[src/rtl/truth_table_sweeper.sv]
// truth_table_sweeper
//   On-chip equivalence self-check. Steps through all 2^N input vectors, one
//   per clock. Each vector is applied to two alternative gate-level
//   implementations of the function pair chosen by mode. The block counts the
//   vectors where the two disagree, keeps the first disagreeing vector, and
//   reports an equivalence verdict when the sweep finishes.
//
//   Optional build macro: STOP_ON_MISMATCH_EN
//     defined   - the sweep ends on the edge that records the first mismatch.
//                 vec is left holding the failing vector and mismatch_cnt is 1.
//                 A pair that never disagrees still sweeps all 2^N vectors.
//     undefined - every sweep covers all 2^N vectors.
//
// Ports
//   clk           rising-edge clock
//   rst_n         asynchronous active-low reset
//   start         sweep request; only looked at in IDLE or DONE
//   mode[1:0]     function-pair select; captured when a start is accepted
//   busy          high while the sweep is running
//   done          high in DONE until the next accepted start
//   vec[N-1:0]    vector currently applied to both implementations
//   f_a, f_b      implementation A / B result for vec (combinational)
//   mismatch_cnt  number of vectors where f_a != f_b (N+1 bits, never wraps)
//   first_bad     first vector where f_a != f_b
//   first_bad_vld first_bad holds a captured vector
//   equal         meaningful while done; 1 when no mismatch was seen
//
// state | meaning
// ------+-------------------------------------------------------
// IDLE  | out of reset, no sweep run yet
// RUN   | applying one vector per cycle and accumulating results
// DONE  | sweep finished, results held until the next start

module truth_table_sweeper #(
    parameter int N = 2
) (
    input  logic         clk,
    input  logic         rst_n,
    input  logic         start,
    input  logic [1:0]   mode,
    output logic         busy,
    output logic         done,
    output logic [N-1:0] vec,
    output logic         f_a,
    output logic         f_b,
    output logic [N:0]   mismatch_cnt,
    output logic [N-1:0] first_bad,
    output logic         first_bad_vld,
    output logic         equal
);

    typedef enum logic [1:0] {
        IDLE = 2'd0,
        RUN  = 2'd1,
        DONE = 2'd2
    } state_t;

    localparam logic [N-1:0] ALL_ONES = '1;

    state_t     state;
    logic [1:0] mode_q;
    logic       x;
    logic [N-2:0] rest;
    logic       mis;
    logic       stop_now;
    logic [N:0] cnt_next;

    assign x    = vec[N-1];
    assign rest = vec[N-2:0];

    // Two structurally different implementations per pair. Pairs 1 and 2 are
    // De Morgan rewrites and must agree everywhere; pairs 0 and 3 are
    // deliberately non-equivalent so the checker itself can be seen to fire.
    always_comb begin
        f_a = 1'b0;
        f_b = 1'b0;
        case (mode_q)
            2'd0: begin
                f_a = ~x | (|rest);
                f_b = |vec;
            end
            2'd1: begin
                f_a = ~(&(~vec));
                f_b = |vec;
            end
            2'd2: begin
                f_a = ~(&vec);
                f_b = |(~vec);
            end
            default: begin
                f_a = ^vec;
                f_b = |vec;
            end
        endcase
    end

    assign mis      = f_a ^ f_b;
    assign cnt_next = mismatch_cnt + (N+1)'(mis);

`ifdef STOP_ON_MISMATCH_EN
    // Only the first mismatch can ever be seen: the sweep ends on it.
    assign stop_now = mis;
`else
    assign stop_now = 1'b0;
`endif

    always_ff @(posedge clk or negedge rst_n) begin
        if (!rst_n) begin
            state         <= IDLE;
            mode_q        <= 2'd0;
            busy          <= 1'b0;
            done          <= 1'b0;
            vec           <= '0;
            mismatch_cnt  <= '0;
            first_bad     <= '0;
            first_bad_vld <= 1'b0;
            equal         <= 1'b0;
        end else begin
            case (state)
                IDLE, DONE: begin
                    if (start) begin
                        state         <= RUN;
                        mode_q        <= mode;
                        busy          <= 1'b1;
                        done          <= 1'b0;
                        vec           <= '0;
                        mismatch_cnt  <= '0;
                        first_bad     <= '0;
                        first_bad_vld <= 1'b0;
                        equal         <= 1'b0;
                    end
                end
                RUN: begin
                    if (mis) begin
                        mismatch_cnt <= cnt_next;
                        if (!first_bad_vld) begin
                            first_bad     <= vec;
                            first_bad_vld <= 1'b1;
                        end
                    end
                    // vec is left in place on exit so DONE shows the last
                    // vector applied (all-ones, or the failing vector).
                    if (vec == ALL_ONES || stop_now) begin
                        state <= DONE;
                        busy  <= 1'b0;
                        done  <= 1'b1;
                        equal <= (cnt_next == '0);
                    end else begin
                        vec <= vec + N'(1);
                    end
                end
                default: begin
                    state <= IDLE;
                end
            endcase
        end
    end

endmodule
[config.mk]
export PLATFORM = sky130hd
export DESIGN_NAME = truth_table_sweeper
export DESIGN_NICKNAME = d
export VERILOG_FILES = /design/src/rtl/truth_table_sweeper.sv
export SDC_FILE = /design/constraint.sdc
export NUM_CORES = 1
export LEC_CHECK = 0
export CAP_MARGIN = 40
export CELL_PAD_IN_SITES_DETAIL_PLACEMENT = 0
export CELL_PAD_IN_SITES_GLOBAL_PLACEMENT = 2
export CORE_ASPECT_RATIO = 1.1
export CORE_MARGIN = 5
export CORE_UTILIZATION = 32
export CTS_BUF_LIST = sky130_fd_sc_hd__clkbuf_4 sky130_fd_sc_hd__clkbuf_8
export DETAILED_ROUTE_END_ITERATION = 10
export HOLD_SLACK_MARGIN = 0.08
export PLACE_DENSITY_LB_ADDON = 0.1
export RECOVER_POWER = 100
export SYNTH_ARGS = -nofsm -noshare
export SYNTH_HDL_FRONTEND = slang
export SYNTH_SLANG_ARGS = --single-unit
[constraint.sdc]
create_clock -name clk -period 2.9 [get_ports clk]
set_input_delay 0.435 -clock clk [delete_from_list [all_inputs] [get_ports clk]]
set_output_delay 0.435 -clock clk [all_outputs]
set_load 0.01 [all_outputs]
Yosys cells after proc, flatten, opt, wreduce, memory -nomap -nowiden
Cells that the tools add are included.
{"block": "totals", "register_bits": 15, "input_bits": 5, "output_inout_bits": 13}
{"block": "classes", "add_sub_neg": 2, "eq_ne": 10, "mux": 24, "n_bitwise": 6, "n_reduce_logical": 16}
{"operator": "$mux W2", "n": 6}
{"operator": "$pmux W2 S2", "n": 3}
{"operator": "$ne A2 B2 Y1 const B", "n": 5}
{"operator": "$reduce_and A3 Y1", "n": 3}
{"operator": "$pmux W1 S2", "n": 4}
{"operator": "$reduce_and A2 Y1", "n": 4}
{"operator": "$mux W1", "n": 7}
{"operator": "$eq A2 B2 Y1 const B", "n": 3}
{"operator": "$mux W3", "n": 2}
{"operator": "$pmux W3 S2", "n": 1}
{"operator": "$reduce_or A2 Y1", "n": 3}
{"operator": "$eq A2 B1 Y1 const B", "n": 2}
{"operator": "$logic_not A2 Y1", "n": 2}
{"operator": "$reduce_and A4 Y1", "n": 1}
{"operator": "$add A3 B1 Y3", "n": 1}
{"operator": "$logic_not A3 Y1", "n": 1}
{"operator": "$not A1 Y1", "n": 3}
{"operator": "$pmux W1 S3", "n": 1}
{"operator": "$add A2 B1 Y2 const B", "n": 1}
{"operator": "$not A2 Y2", "n": 1}
{"operator": "$reduce_bool A2 Y1", "n": 1}
{"operator": "$reduce_xor A2 Y1", "n": 1}
{"operator": "$or A1 B1 Y1", "n": 1}
{"operator": "$xor A1 B1 Y1", "n": 1}

Longest topological paths before layout
Gate-level depths: netlist of the first run.
{"block": "depth", "depth_word": 9, "depth_mapped": 9}

Worst setup path before layout of the first run
No wires, ideal clock.
{"block": "synth_timing", "path_type": "register to register", "startpoint": "register vec[0]", "endpoint": "register equal", "setup_ns": 0.110, "arrival_ns": 2.124, "required_ns": 2.790, "path_slack_ns": 0.666, "path_stages_with_launch": 9, "n_path_buf": 0, "period_less_slack_ns": 2.234, "cell_sequence": "dfrtp_1 -> inv_1 -> ha_1 -> xor2_1 -> a2bb2oi_2 -> inv_1 -> ha_1 -> ha_1 -> o41ai_1"}
{"block": "synth_via", "elab_chain_len": 9, "elab_cells_between_ends": 19, "cone_classes": "add/sub: 1; eq/ne: 2; mux: 4; bitwise: 5; reduce/logical: 7"}
{"item": "start, declared", "line_no": "43", "source": "output logic [N-1:0] vec,"}
{"item": "start signal, assigned", "line_no": "149", "source": "vec <= vec + N'(1);"}
{"item": "$not A2 Y2", "line_no": "83, 88"}
{"item": "$reduce_and A2 Y1", "line_no": "83", "source": "f_a = ~(&(~vec));"}
{"item": "$not A1 Y1", "line_no": "83"}
{"item": "$pmux W1 S3", "line_no": "77", "source": "case (mode_q)"}
{"item": "$xor A1 B1 Y1", "line_no": "97", "source": "assign mis = f_a ^ f_b;"}
{"item": "$add A3 B1 Y3", "line_no": "98", "source": "assign cnt_next = mismatch_cnt + (N+1)'(mis);"}
{"item": "$logic_not A3 Y1", "line_no": "147", "source": "equal <= (cnt_next == '0);"}
{"item": "$mux W1", "line_no": "143", "source": "if (vec == ALL_ONES || stop_now) begin"}
{"item": "$pmux W1 S2", "line_no": "119", "source": "case (state)"}
{"item": "end signal, assigned", "line_no": "147"}
{"item": "end, declared", "line_no": "49", "source": "output logic equal"}
Several ways; a longest one is shown, not always the timed one. The select of a mux whose other input is x is not followed.
A chain may end at the register's enable or synchronous reset.

Worst setup path in the final report of the first run
{"block": "layout_timing", "startpoint": "register vec[0]", "endpoint": "output f_a"}
{"block": "layout_via", "elab_chain_len": 4, "elab_cells_between_ends": 8, "cone_classes": "mux: 1; bitwise: 4; reduce/logical: 3"}
{"item": "$not A2 Y2", "line_no": "83"}
{"item": "$reduce_and A2 Y1", "line_no": "83"}
{"item": "$not A1 Y1", "line_no": "83"}
{"item": "$pmux W1 S3 *", "line_no": "77"}
{"item": "end, declared", "line_no": "44", "source": "output logic f_a,"}
Every way passes the cells marked *; elsewhere a longest branch is shown, timed or not.

==> results.json, run 1 <==
{
  "status": "completed",
  "multi_input_area_um2": 389,
  "endpoint_kind": "primary output",
  "syn_inst": 83,
  "gr-total-overflow": 0,
  "path_delay_family": "buffers and inverters",
  "crit_type": "flip-flop to primary output",
  "die_y_um": 63.4,
  "grt_max_degree": 16,
  "layout-drive-gt1-share": 0.0792,
  "cts_sinks": 15,
  "hp-class": "flip-flop to flip-flop",
  "power_density_nw_per_um2": 1110,
  "grt_antenna_before_repair": 0,
  "portBuffers": 17,
  "synth_area_um2": 828,
  "crit_arrival_ns": 2.08,
  "grt.total_usage": 0.115,
  "hold_viol_final": 0,
  "synth_fp_nets": 93,
  "vias": 647,
  "clock_latency_ns": 0.28,
  "rsz0062_at_grt": "no",
  "drt_iter0_drc": 17,
  "yosysSeqAreaShare": 0.453,
  "gp_congestion": 0.708,
  "hold_ws_ns": 0.482,
  "relSlewSlack": 0.533,
  "worst_slew_pin_slew_ns": 0.698,
  "max_freq_ghz": 0.398,
  "cts_tree": "done",
  "die_area_um2": 3710,
  "wire_per_inst_um": 13.6,
  "vdd_ir_drop_max_mv": 0.553,
  "root_buffer": "clkbuf_4",
  "htree_levels": 1,
  "slew_violations": 0,
  "post_cts_buffers": 0,
  "drc": 0,
  "avgViaCountPerCell": 4.90,
  "layout.area.seq_um2": 375,
  "detailed_place_hpwl_um": 1360,
  "rows": 19,
  "core_um2": 2500,
  "cts_hold_buf": 0,
  "finClkSkew_ns": 0.00153,
  "grt_pass1_wl_um": 3220,
  "nets": 112,
  "critical_path.startpoint_type": "flip-flop",
  "period_minus_slack_ns": 2.51,
  "post_synth.cell_area_avg_um2": 9.98,
  "ys_types": 21,
  "cp_max_fo": 6,
  "crit_required_ns": 2.47,
  "dieWidth_um": 58.5,
  "numCtsBuffers": 3,
  "crit_buf_inv": 2,
  "synth-seq-cells": 15,
  "fill_cells": 264,
  "cts_resized": 0,
  "crit_chain": "inv_1, ha_1, mux2_2, o21ai_0, dlygate4sd3_1",
  "area_delta_synth_final_pct": 24.8,
  "ios": 18,
  "diodes": 0,
  "critPathMaxStageDelay_ns": 0.62,
  "p_leak_nw": 0.509,
  "finalSetupTns_ns": 0,
  "clk_path_buf_depth": 2,
  "setup_viol": 0,
  "drtPass1Iterations": 4,
  "yosys_warnings": 0,
  "grt_pass1_vias": 662,
  "wirelength_um": 1790,
  "antenna_left": 0,
  "clkSlewWorstSetupHoldPaths_ns": 0.09,
  "cap_violations": 0,
  "post-route-period-util": 0.867,
  "initial_core_util": 0.332,
  "cpMaxStageDelayCell": "dlygate4sd3_1"
}
==> worst paths after layout <==
path                                          from                          end  slack (ns)  cells past startpoint
min in group asynchronous                    rst_n  mismatch_cnt[1]$_DFFE_PN0P_        0.64                      1
worst max-delay path            vec[0]$_DFFE_PN0P_                          f_a        0.39                      5
worst max register to register  vec[0]$_DFFE_PN0P_            equal$_DFFE_PN0P_        0.46                      8
worst min register to register    done$_DFFE_PN0P_             done$_DFFE_PN0P_        0.48                      2
worst min-delay path              done$_DFFE_PN0P_             done$_DFFE_PN0P_        0.48                      2
max in group asynchronous                    rst_n           vec[0]$_DFFE_PN0P_        1.82                      1
==> final cells by class <==
cell class                      count  area share
Timing Repair Buffer               17       0.165
Inverter                            8      0.0291
Multi-Input combinational cell     57       0.377
Clock buffer                        4      0.0291
Sequential cell                    15       0.363
Tap cell                           31      0.0375
==> synth_stat cells <==
cell type	n	area (um^2)
nor2_1	1	3.75
nor2b_1	1	6.26
ha_1	5	62.6
nand3_1	9	45.0
nand4b_1	1	8.76
inv_1	8	30.0
mux2i_1	2	20.0
buf_2	2	10.0
mux2_2	3	33.8
xor2_1	3	26.3
nor4b_2	1	15.0
buf_6	1	11.3
dfrtp_1	15	375
nand2_1	12	45.0
a22oi_1	1	7.51
nand2b_1	5	31.3
a2bb2oi_2	2	30.0
a21boi_0	1	7.51
o21ai_0	7	35.0
o41ai_1	1	8.76
o211ai_1	2	15.0
==> per-layer routing <==
layer	routed length, um	global-route usage	vias up
met5	0	0	-
met4	17	0.0435	0
met3	75	0.0408	2
met2	867	0.172	11
met1	832	0.151	316
li1	-	-	318
==> tightest hold or removal path, stage by stage, from the launching register on <==
cell     delay, ns
dfrtp_1       0.35
nand2_1       0.05
nand2_1       0.05
==> logic make-up after synthesis <==
| logic type | after synthesis | share of synthesized area |
|---|---|---|
| buffers and inverters | 11 | 0.0619 |
| muxes | 5 | 0.0650 |
| AOI/OAI and AO/OA | 14 | 0.125 |
| xor gates and xnor gates | 3 | 0.0317 |
| adders and majority gates | 5 | 0.0755 |
| DFF | 15 | 0.453 |
| and+or+nand+nor | 30 | 0.187 |
==> cells in the final DEF, fill, tap and decap left out, drive strengths merged, types with 4 or more instances in the layout <==
master        n
clkbuf        4
o21ai         7
inv           8
nand2b        5
dlygate4sd3  15
ha            5
nand3         9
dfrtp        15
nand2        12
==> power breakdown <==
part / switching (mW) / internal [mW]
Sequential: 0.0899 / 0.293
Clock: 0.0663 / 0.0626
Combinational: 0.326 / 0.307
Total: 0.482 / 0.663
==> state kept, by name (all words and copies together) (netlist names) <==
register / cells
mismatch_cnt: 3
first_bad_vld: 1
vec: 2
first_bad: 2
state: 2
mode_q: 2
done: 1
busy: 1
equal: 1
==> metrics by stage <==
| stage | total power, mW | utilization | std cells | worst slack, ns | cell area, um^2 |
|---|---|---|---|---|---|
| 2_1_floorplan | 0.860 | - | 83 | 0.666 | 828 |
| 3_3_place_gp | 1.11 | 0.407 | 128 | 0.604 | 1020 |
| 3_5_place_dp | 1.11 | 0.407 | 128 | 0.543 | 1020 |
| 4_1_cts | 1.24 | 0.419 | 132 | 0.414 | 1050 |
| 5_1_grt | 1.28 | 0.414 | 132 | 0.166 | 1030 |
| 6_report | 1.15 | 0.414 | 132 | 0.385 | 1030 |
(Power assumes the default switching activity.)
==> run 2, diff against run 1 <==
Settings changed: ABC_AREA set to 1, CORE_UTILIZATION 32 to 30, CTS_CLUSTER_DIAMETER set to 150.
==> results.json, run 2 <==
{
  "finClkSkew_ns": 0.00330,
  "netlist.top_cell.by_area": "dfrtp_1",
  "grt_antenna_before_repair": 0,
  "use_met1": 0.127,
  "synth_xor_area_frac": 0.0111,
  "rows": 19,
  "layout_commonest_cell": "nand2_1",
  "synth_top_family_by_area": "simple AND/OR/NAND/NOR gates",
  "grt-busiest-layer": "met2",
  "relSlewSlack": 0.532,
  "hp-class": "flip-flop to flip-flop",
  "synth_area_leaders": "dfrtp_1 (47%), nand2_1 (9.5%), ha_1 (7.9%)",
  "grt_pass1_vias": 680,
  "portBuffers": 17,
  "initial_core_util": 0.314,
  "critical_path.startpoint_type": "flip-flop",
  "slew_violations": 0,
  "diodes": 0,
  "grt_max_degree": 16,
  "status": "completed",
  "max_freq_ghz": 0.420,
  "ys_types": 19,
  "ys.flop_type": "dfrtp_1",
  "numCtsBuffers": 3,
  "synth-seq-cells": 15,
  "post_cts_buffers": 0,
  "finalSetupTns_ns": 0,
  "antenna_left": 0,
  "ios": 18,
  "fill_cells": 276,
  "vias": 663,
  "crit_type": "flip-flop to primary output",
  "synth_edf_count": 0,
  "detailed_place_hpwl_um": 1340,
  "multi_input_area_um2": 343,
  "met3_usage": 0.0302,
  "rsz0062_at_grt": "no",
  "root_buffer": "clkbuf_4",
  "crit_required_ns": 2.47,
  "nets": 123,
  "core_um2": 2520,
  "synthMostInstantiatedCell": "nand2_1",
  "drtPass1Iterations": 4,
  "yosys_warnings": 0,
  "clkSlewWorstSetupHoldPaths_ns": 0.09,
  "post_synth.cell_area_avg_um2": 8.70,
  "grt_use_met2": 0.174,
  "synthArstFlopShare": 1.00,
  "grt.total_usage": 0.104,
  "layout-drive-gt1-share": 0.0982,
  "die_area_um2": 3770,
  "die_y_um": 63.9,
  "endpoint_kind": "primary output",
  "drt_iter0_drc": 6,
  "vdd_ir_drop_max_mv": 0.545,
  "area_delta_synth_final_pct": 28.0,
  "cts_tree": "done",
  "yosysSeqAreaShare": 0.474,
  "cts_sinks": 15,
  "clk_path_buf_depth": 2,
  "gr-total-overflow": 0,
  "drc": 0,
  "final_core_util": 0.402,
  "synth_area_um2": 792,
  "clock_latency_ns": 0.28,
  "worst_slew_pin_slew_ns": 0.700,
  "synth.area.mux_share": 0,
  "largest_reg_flops": 3,
  "power_density_nw_per_um2": 1180,
  "p_leak_nw": 0.524,
  "gp_congestion": 0.699,
  "crit_arrival_ns": 1.94,
  "grt_pass1_wl_um": 3020,
  "syn_inst": 91,
  "wire_per_inst_um": 11.7,
  "fin_area_um2": 1010,
  "post-route-period-util": 0.820,
  "period_minus_slack_ns": 2.38,
  "layout.area.seq_um2": 375,
  "cp_max_fo": 4,
  "wirelength_um": 1680,
  "placed_area_um2": 1000,
  "cts_resized": 0,
  "avgViaCountPerCell": 4.64,
  "cap_violations": 0,
  "dieWidth_um": 59.0,
  "synth_common_cells": "nand2_1 (20), dfrtp_1 (15), inv_1 (12), nand3_1 (9), o21ai_0 (8)",
  "synth_simple_gate_area_frac": 0.289,
  "mostFrequentLayoutCells": "nand2_1 (22), dfrtp_1 (15), dlygate4sd3_1 (15), inv_1 (13), nand3_1 (10)",
  "cts_hold_buf": 0,
  "synth_fp_nets": 101,
  "synthAdderAreaFrac": 0.0790,
  "hold_viol_final": 0,
  "synth_top_area_share": 0.474,
  "top_register": "mismatch_cnt",
  "setup_viol": 0,
  "synth_compound_area_frac": 0.0758,
  "htree_levels": 1
}
-- run 2: cell types whose count changed after synthesis, sizes merged, moves of 3 or more --
cell / change
buf: -3
nand2b: -5
nand2: +12
inv: +7
mux2: -3
xor2: -3
nand3: +4
-- run 2: area by class of cell --
| type | count | area share |
|---|---|---|
| clock buffer | 4 | 0.0296 |
| inverter | 15 | 0.0556 |
| tap | 31 | 0.0383 |
| multi-input combinational | 61 | 0.338 |
| sequential | 15 | 0.370 |
| timing repair buffer | 17 | 0.168 |
-- run 2: cell families (layout without fill, tap and decap cells) --
family,Yosys count,in the layout
AND/OR/NAND/NOR,44,44
flip-flops,15,15
buffers and inverters,15,36
AO/OA/AOI/OAI,11,11
adder cells (fa/ha/maj),5,5
XOR/XNOR,1,1
-- run 2: final timing paths --
path	end	slack (ns)	cells after the start	from
setup reg to reg	equal$_DFFE_PN0P_	0.59	11	vec[0]$_DFFE_PN0P_
hold reg to reg	first_bad[1]$_DFFE_PN0P_	0.47	2	first_bad[1]$_DFFE_PN0P_
hold / removal	first_bad[1]$_DFFE_PN0P_	0.47	2	first_bad[1]$_DFFE_PN0P_
setup / recovery	f_a	0.52	5	vec[0]$_DFFE_PN0P_
min in group asynchronous	first_bad_vld$_DFFE_PN0P_	0.64	1	rst_n
max in group asynchronous	mode_q[1]$_DFFE_PN0P_	1.82	1	rst_n
-- run 2: per-stage QoR --
stage	total power, mW	setup slack (ns)	instances	hold WS (ns)
finish	1.19	0.521	143	0.470
global route	1.34	0.258	143	0.492
CTS	1.30	0.540	143	0.481
detailed placement	1.16	0.700	139	0.457
global placement	1.16	0.749	139	0.455
floorplan	0.866	0.829	91	0.139
-- run 2: where the power goes --
part	switching, mW	internal [mW]
registers	0.0688	0.300
logic	0.410	0.285
clock network	0.0665	0.0626
total	0.546	0.647
-- run 2: per-layer routing --
metal / routed length (um) / up-vias
li1: - / 341
met1: 768 / 306
met2: 795 / 14
met3: 98 / 2
met4: 14 / 0
met5: 0 / -
-- run 2: critical path, cell delays in order, from the launching register on --
cell           delay (ns)
dfrtp_1              0.42
inv_1                0.11
ha_1                 0.32
nand3_1              0.11
nand3_1              0.10
dlygate4sd3_1        0.61
